==> config.mk <==
export PLATFORM = sky130hd
export DESIGN_NAME = pipeline_register_elastic
export DESIGN_NICKNAME = d
export VERILOG_FILES = /design/src/rtl/pipeline_register_elastic.sv
export SDC_FILE = /design/constraint.sdc
export NUM_CORES = 1
export LEC_CHECK = 0
export CAP_MARGIN = 0
export CORE_MARGIN = 2
export CORE_UTILIZATION = 40
export CTS_CLUSTER_DIAMETER = 150
export DETAILED_ROUTE_END_ITERATION = 7
export GPL_TIMING_DRIVEN = 0
export MAX_ROUTING_LAYER = met4
export PLACE_DENSITY = 0.74
export SYNTH_ARGS = -nofsm -noshare
export SYNTH_HDL_FRONTEND = slang
export SYNTH_SLANG_ARGS = --single-unit
==> constraint.sdc <==
create_clock -name clk -period 1.5 [get_ports clk]
set_input_delay 0.225 -clock clk [delete_from_list [all_inputs] [get_ports clk]]
set_output_delay 0.225 -clock clk [all_outputs]
set_load 0.05 [all_outputs]
==> src/rtl/pipeline_register_elastic.sv <==
// Elastic pipeline register: 2-entry skid buffer, flush, side-effect kill.
// Optional stall counter enabled by defining PIPE_STALL_COUNT_EN.
module pipeline_register_elastic #(
    parameter int DATA_WIDTH = 36,
    parameter int SE_WIDTH   = 1
) (
    input  logic                  clk,
    input  logic                  rst_n,
    input  logic                  flush,
    input  logic                  in_valid,
    output logic                  in_ready,
    input  logic                  in_kill,
    input  logic [DATA_WIDTH-1:0] in_data,
    input  logic [SE_WIDTH-1:0]   in_se,
    output logic                  out_valid,
    input  logic                  out_ready,
    output logic [DATA_WIDTH-1:0] out_data,
    output logic [SE_WIDTH-1:0]   out_se,
    output logic [31:0]           stall_count
);

    typedef enum logic [1:0] {
        EMPTY,
        BUSY,
        FULL
    } state_e;

    state_e                state_q, state_d;
    logic [DATA_WIDTH-1:0] m_data_q, m_data_d;
    logic [DATA_WIDTH-1:0] s_data_q, s_data_d;
    logic [SE_WIDTH-1:0]   m_se_q, m_se_d;
    logic [SE_WIDTH-1:0]   s_se_q, s_se_d;
    logic                  in_ready_q, in_ready_d;
    logic                  accept, consume;
    logic [SE_WIDTH-1:0]   se_in;

    assign in_ready  = in_ready_q;
    assign out_valid = (state_q != EMPTY);
    assign out_data  = m_data_q;
    assign out_se    = m_se_q & {SE_WIDTH{out_valid}};

    assign accept  = in_valid & in_ready_q;
    assign consume = out_valid & out_ready;
    assign se_in   = in_kill ? '0 : in_se;

    always_comb begin
        state_d  = state_q;
        m_data_d = m_data_q;
        m_se_d   = m_se_q;
        s_data_d = s_data_q;
        s_se_d   = s_se_q;
        unique case (state_q)
            EMPTY: begin
                if (accept) begin
                    m_data_d = in_data;
                    m_se_d   = se_in;
                    state_d  = BUSY;
                end
            end
            BUSY: begin
                if (accept && consume) begin
                    m_data_d = in_data;
                    m_se_d   = se_in;
                end else if (accept) begin
                    s_data_d = in_data;
                    s_se_d   = se_in;
                    state_d  = FULL;
                end else if (consume) begin
                    state_d = EMPTY;
                end
            end
            FULL: begin
                if (consume) begin
                    m_data_d = s_data_q;
                    m_se_d   = s_se_q;
                    s_data_d = '0;
                    s_se_d   = '0;
                    state_d  = BUSY;
                end
            end
            default: state_d = EMPTY;
        endcase
        // Flush keeps the last payload visible so out_data never goes X.
        if (flush) begin
            state_d  = EMPTY;
            m_data_d = m_data_q;
            m_se_d   = m_se_q;
            s_data_d = '0;
            s_se_d   = '0;
        end
        in_ready_d = (state_d != FULL);
    end

    always_ff @(posedge clk) begin
        if (!rst_n) begin
            state_q    <= EMPTY;
            m_data_q   <= '0;
            m_se_q     <= '0;
            s_data_q   <= '0;
            s_se_q     <= '0;
            in_ready_q <= 1'b1;
        end else begin
            state_q    <= state_d;
            m_data_q   <= m_data_d;
            m_se_q     <= m_se_d;
            s_data_q   <= s_data_d;
            s_se_q     <= s_se_d;
            in_ready_q <= in_ready_d;
        end
    end

`ifdef PIPE_STALL_COUNT_EN
    logic [31:0] stall_q, stall_d;

    always_comb begin
        stall_d = stall_q;
        if (out_valid && !out_ready && !flush && stall_q != 32'hFFFF_FFFF)
            stall_d = stall_q + 32'd1;
    end

    always_ff @(posedge clk) begin
        if (!rst_n) stall_q <= '0;
        else        stall_q <= stall_d;
    end

    assign stall_count = stall_q;
`else
    assign stall_count = 32'd0;
`endif

endmodule

# ---- Yosys cells after proc, flatten, opt, wreduce, memory -nomap -nowiden
# Cells that the tools add are included.
# W data, S select, Z words.
dict set report word_totals {
  mem_bits_ro 0
  n_memories 0
  regBits 77
  ramBits 0
  wordCells 49
  out_inout_bits 71
  latchBits 0
  inputBits 43
}
dict set report classes {
  bitwise 5
  order_cmp 0
  n_eq_ne 8
  addsub 0
  reduce_logical 8
  n_div 0
  multipliers 0
  n_mux 22
  shifts 0
}
# cell n
set ops {}
lappend ops {{$mux W36} 5}
lappend ops {{$pmux W36 S3} 1}
lappend ops {{$pmux W36 S2} 1}
lappend ops {{$mux W2} 6}
lappend ops {{$ne A2 B2 Y1 const B} 6}
lappend ops {{$mux W1} 6}
lappend ops {{$pmux W2 S3} 1}
lappend ops {{$reduce_and A5 Y1} 1}
lappend ops {{$reduce_and A4 Y1} 1}
lappend ops {{$reduce_bool A2 Y1} 2}
lappend ops {{$and A1 B1 Y1} 3}
lappend ops {{$pmux W1 S3} 1}
lappend ops {{$reduce_bool A3 Y1} 1}
lappend ops {{$eq A2 B1 Y1 const B} 1}
lappend ops {{$eq A2 B2 Y1 const B} 1}
lappend ops {{$logic_not A2 Y1} 1}
lappend ops {{$not A1 Y1} 2}
lappend ops {{$pmux W1 S2} 1}
lappend ops {{$reduce_or A2 Y1} 1}
lappend ops {{$logic_and A1 B1 Y1} 1}

# ---- Logic depth before layout (Yosys ltp)
dict set report depth {
  ltp_word 8
  depth_mapped 7
  mapped_depth_nobuf 4
}

# ---- Worst setup path after synthesis
# Ideal clock, no wire load.
dict set report synth_path {
  kind {register -> register}
  startpoint {register in_ready_q (netlist: in_ready)}
  endpoint {register s_data_q[0]}
  required_ps 1368
  t_arrival_ps 1719
  stages_incl_launch_ff 7
  setup_time_ps 132
  path_buffers 2
  synth_period_minus_slack_ps 1851
  slack_ps -351
  path_cell_list {dfxtp_1 nand2_1 or3_1 buf_2 buf_2 nand3_1 a21oi_1}
}
dict set report synth_between {
  elab_chain_len 4
  word_cells_on_any_way 5
  cone_classes {2 x eq/ne; 1 x bitwise; 2 x reduce/logical}
}
# item line_no
set synth_rtl {}
lappend synth_rtl {{from (decl)} 33} ;# logic in_ready_q, in_ready_d;
lappend synth_rtl {{from (signal assigned)} 108} ;# in_ready_q <= in_ready_d;
lappend synth_rtl {{$and A1 B1 Y1 (*)} 42} ;# assign accept = in_valid & in_ready_q;
lappend synth_rtl {{$logic_and A1 B1 Y1} 61} ;# if (accept && consume) begin
lappend synth_rtl {{$ne A2 B2 Y1 (no line)} --}
lappend synth_rtl {{$reduce_and A4 Y1 (no line) (*)} --}
lappend synth_rtl {{to (signal assigned)} 106} ;# s_data_q <= s_data_d;
lappend synth_rtl {{to (decl)} 30} ;# logic [DATA_WIDTH-1:0] s_data_q, s_data_d;
# Mark *: on every way between the ends. The rest lies on a longest branch, timed or not.
# A chain may end at the register's enable or synchronous reset.

# ---- Worst setup path after layout
dict set report layout_path {
  startpoint {register state_q[1]}
  endpoint {output out_se}
}
dict set report layout_between {
  elab_chain_len 2
}
# item line_no
set layout_rtl {}
lappend layout_rtl {{from (decl)} 28} ;# state_e state_q, state_d;
lappend layout_rtl {{from (signal assigned)} 103} ;# state_q <= state_d;
lappend layout_rtl {{$reduce_bool A2 Y1} 38} ;# assign out_valid = (state_q != EMPTY);
lappend layout_rtl {{$and A1 B1 Y1} 40} ;# assign out_se = m_se_q & {SE_WIDTH{out_valid}};
lappend layout_rtl {{to (decl)} 18} ;# output logic [SE_WIDTH-1:0] out_se,
# No other way between the ends.

==> run_results.csv <==
group,metric,value,unit
floorplanning,die_area,9500,um2
layout,ff_latch_area,1550,um2
setup_path,path_max_fanout,5,
routing,wirelength,8.86,mm
layout,fill_cells,745,
clock_tree,numCtsBuffers,9,
synth,synth.distinct_cells,29,
sta,slew_viol_final,0,
placement,placed_area,4560,um2
routing,drc,0,
pwr,combinationalPowerShare,0.203,
floorplanning,die_x,97.5,um
layout,area_growth,48.1,%
routing,drt_iter0_drc,108,
synth,synthCells,386,
run_status,violations,"setup timing",
layout,finish.instance_area,5170,um2
layout,multi_input_area,1820,um2
synth,ys_top_cells_by_count,"77 x dfxtp_1, 75 x nand2_1",
pwr,ir_worst_vdd,0.000886,V
setup_path,cp_data_arrival_time,1.36,ns
placement,port_buffers,81,
clock_tree,clock_latency,0.34,ns
routing,ant_nets,0,
clock_tree,cts_tree,"done",
run_status,status,"complete, but fails checks",
synth,yosysMostFrequentCell,"dfxtp_1",
synth,synth_edf_count,0,
setup_path,r2r_end,"out_data[20]",
pwr,clockPowerShare,0.372,
floorplanning,rows,34,
global_routing,grt_pass1_vias,2986,
synth,synth_flop_cell,"dfxtp_1",
run,drv_cap,0,
pwr,design_power_total,5.09,mW
placement,place_ws,-0.660,ns
floorplanning,io_pins,114,
pwr,p_seq_frac,0.424,
sta,max_freq,633,MHz
clock_tree,path_clk_slew,0.08,ns
placement,dp_hpwl,6.02,mm
sta,timing.final.ws_setup,-0.0803,ns
setup_path,r2r_cells,6,
floorplanning,die_y,97.5,um
global_routing,grt_max_degree,14,
clock_tree,cts-htree-levels,3,
synth,synth_top_area_share,0.441,
layout,nNetsFinal,564,
synth,yosys.area.top_type,"dfxtp_1",
pwr,p_leak,2.72,nW
floorplanning,initial_core_util,0.407,
synth,ys_seq_area_frac,0.441,
layout,drive_above_1_share,0.240,
setup_path,setup.worst_path.start,"state_q[1]",
pwr,p_int,3.64,mW
placement,routabilityCongestion,0.802,
sta,hold_viol_final,0,
pwr,switchingPower,1.46,mW
setup_path,crit_path_end_kind,"primary output",
sta,setup_tns,-0.106,ns
routing,via_per_inst,4.90,
global_routing,grt_overflow,0,
setup_path,critical_path_class,"flop to primary output",
sta,fin_crit_sh,1.05,
global_routing,grt_pass1_wl,14.1,mm
setup_path,crit_path_start_kind,"flop",
setup_path,crit_required,1.27,ns
routing,wl_per_cell,14.0,um
floorplanning,core_area,8590,um2
synth,synth_area_per_cell,9.05,um2
synth,yosys-top-cells-area,"dfxtp_1 44%, mux2i_1 11%, o211a_1 10%",
setup_path,reg2reg_slack,-0.01,ns
routing,vias,3106,
placement,dp.cells,606,
clock_tree,cts_hold_buf,0,
synth,async_flop_share,0,
sta,grt_setup_unrepaired,"true",
clock_tree,clockBufferDepth,2,
setup_path,r2r_start,"state_q[1]",
setup_path,crit_end,"out_se",
clock_tree,clock_tree.root_cell,"clkbuf_8",
pwr,swShare,0.286,
layout,fin_cells,634,
synth,ys_ff_latch,77,
pwr,p_per_area,984,nW/um2
sta,fin_crit,1.58,ns
sta,setup_viol,4,
sta,slew_headroom,0.566,
synth,yosysWarningCount,0,
layout,antennaDiodeCount,0,
routing,dr.pass1.iters,5,
global_routing,antenna_found_initial,0,
sta,fin_skew,0.00556,ns
clock_tree,cts_num_sinks,77,
hold_path,hold_path_class,"primary input to flop",
sta,tightestPinTransition,0.651,ns
global_routing,grt_use_total,0.185,
synth,syn_area,3490,um2
==> metal layers <==
metal  global-route usage  share of wire  vias to the layer above
li1                     -              -                     1552
met1                0.232           0.44                     1455
met2                0.292           0.49                       95
met3               0.0554          0.067                        4
met4               0.0524         0.0030                        0
met5                    -              0                        -
==> worst min path at each step <==
stage                       startpoint           end  slack [ns]  cells after the start
final                        out_ready    state_q[1]        0.40                      2
after global routing         out_ready    state_q[1]        0.41                      2
after CTS                    out_ready    state_q[1]        0.37                      2
after detailed placement  s_data_q[18]  s_data_q[18]        0.46                      2
after global placement          m_se_q        m_se_q        0.45                      2
after floorplan              out_ready    state_q[1]        0.31                      1
==> through the flow <==
step | hold WS [ns] | util
3_5_place_dp | 0.459 | 0.531
4_1_cts | 0.371 | 0.569
3_3_place_gp | 0.451 | 0.531
2_1_floorplan | 0.315 | -
6_report | 0.399 | 0.602
5_1_grt | 0.411 | 0.602
==> repair_timing <==
action	4_1_cts	5_1_grt
pin swaps	3	13
resized for setup	82	48
setup endpoints to repair	110	73
setup buffers	4	5
cloned	0	4
==> layout by cell type (no fill, tap or decap), types with 5 or more instances in the layout <==
cell type        instances
nand3_1                 20
clkbuf_1                 5
clkbuf_8                10
clkdlybuf4s50_1         41
a21oi_1                 28
dlygate4sd2_1           35
buf_4                   45
conb_1                  32
buf_6                    7
a21oi_2                  9
nand2_1                 74
buf_8                    6
mux2i_1                 37
o211a_1                 36
nand3_2                 15
dfxtp_1                 74
clkbuf_2                 9
==> registers in the layout (all words and copies together) (netlist names) <==
name,cells
out_data,36
s_data_q,36
state_q,2
in_ready,1
m_se_q,1
s_se_q,1
==> layout make-up <==
type                       count  share of cell area
clock buffer                  10              0.0266
sequential                    77               0.300
multi-input combinational    274               0.351
timing repair buffer          94               0.180
buffer                        63              0.0938
clock inverter                 6              0.0210
tap                          108              0.0261
inverter                       2             0.00145
==> power groups by stage <==
stage,sequential (mW),combinational (mW),clock [mW]
finish,2.16,1.04,1.90
global route,2.17,1.09,2.03
CTS,2.16,1.01,1.93
detailed placement,2.21,1.03,0
global placement,2.21,1.03,0
floorplan,2.45,0.462,0
==> critical path, cell delays in order, from the launching register on <==
cell and delay (ns):
dfxtp_2 0.34, buf_6 0.13, or2_4 0.26, and2_4 0.14, buf_8 0.14
==> cells by family (layout without fill, tap and decap cells) <==
group                  after synthesis  in the layout  synth area share
flip-flops                          77             77             0.441
other                                1             32           0.00107
AO/OA/AOI/OAI                       80             80             0.173
buffers and inverters               66            175             0.117
AND/OR/NAND/NOR                    125            125             0.162
multiplexers                        37             37             0.106
(Power assumes the default switching activity.)
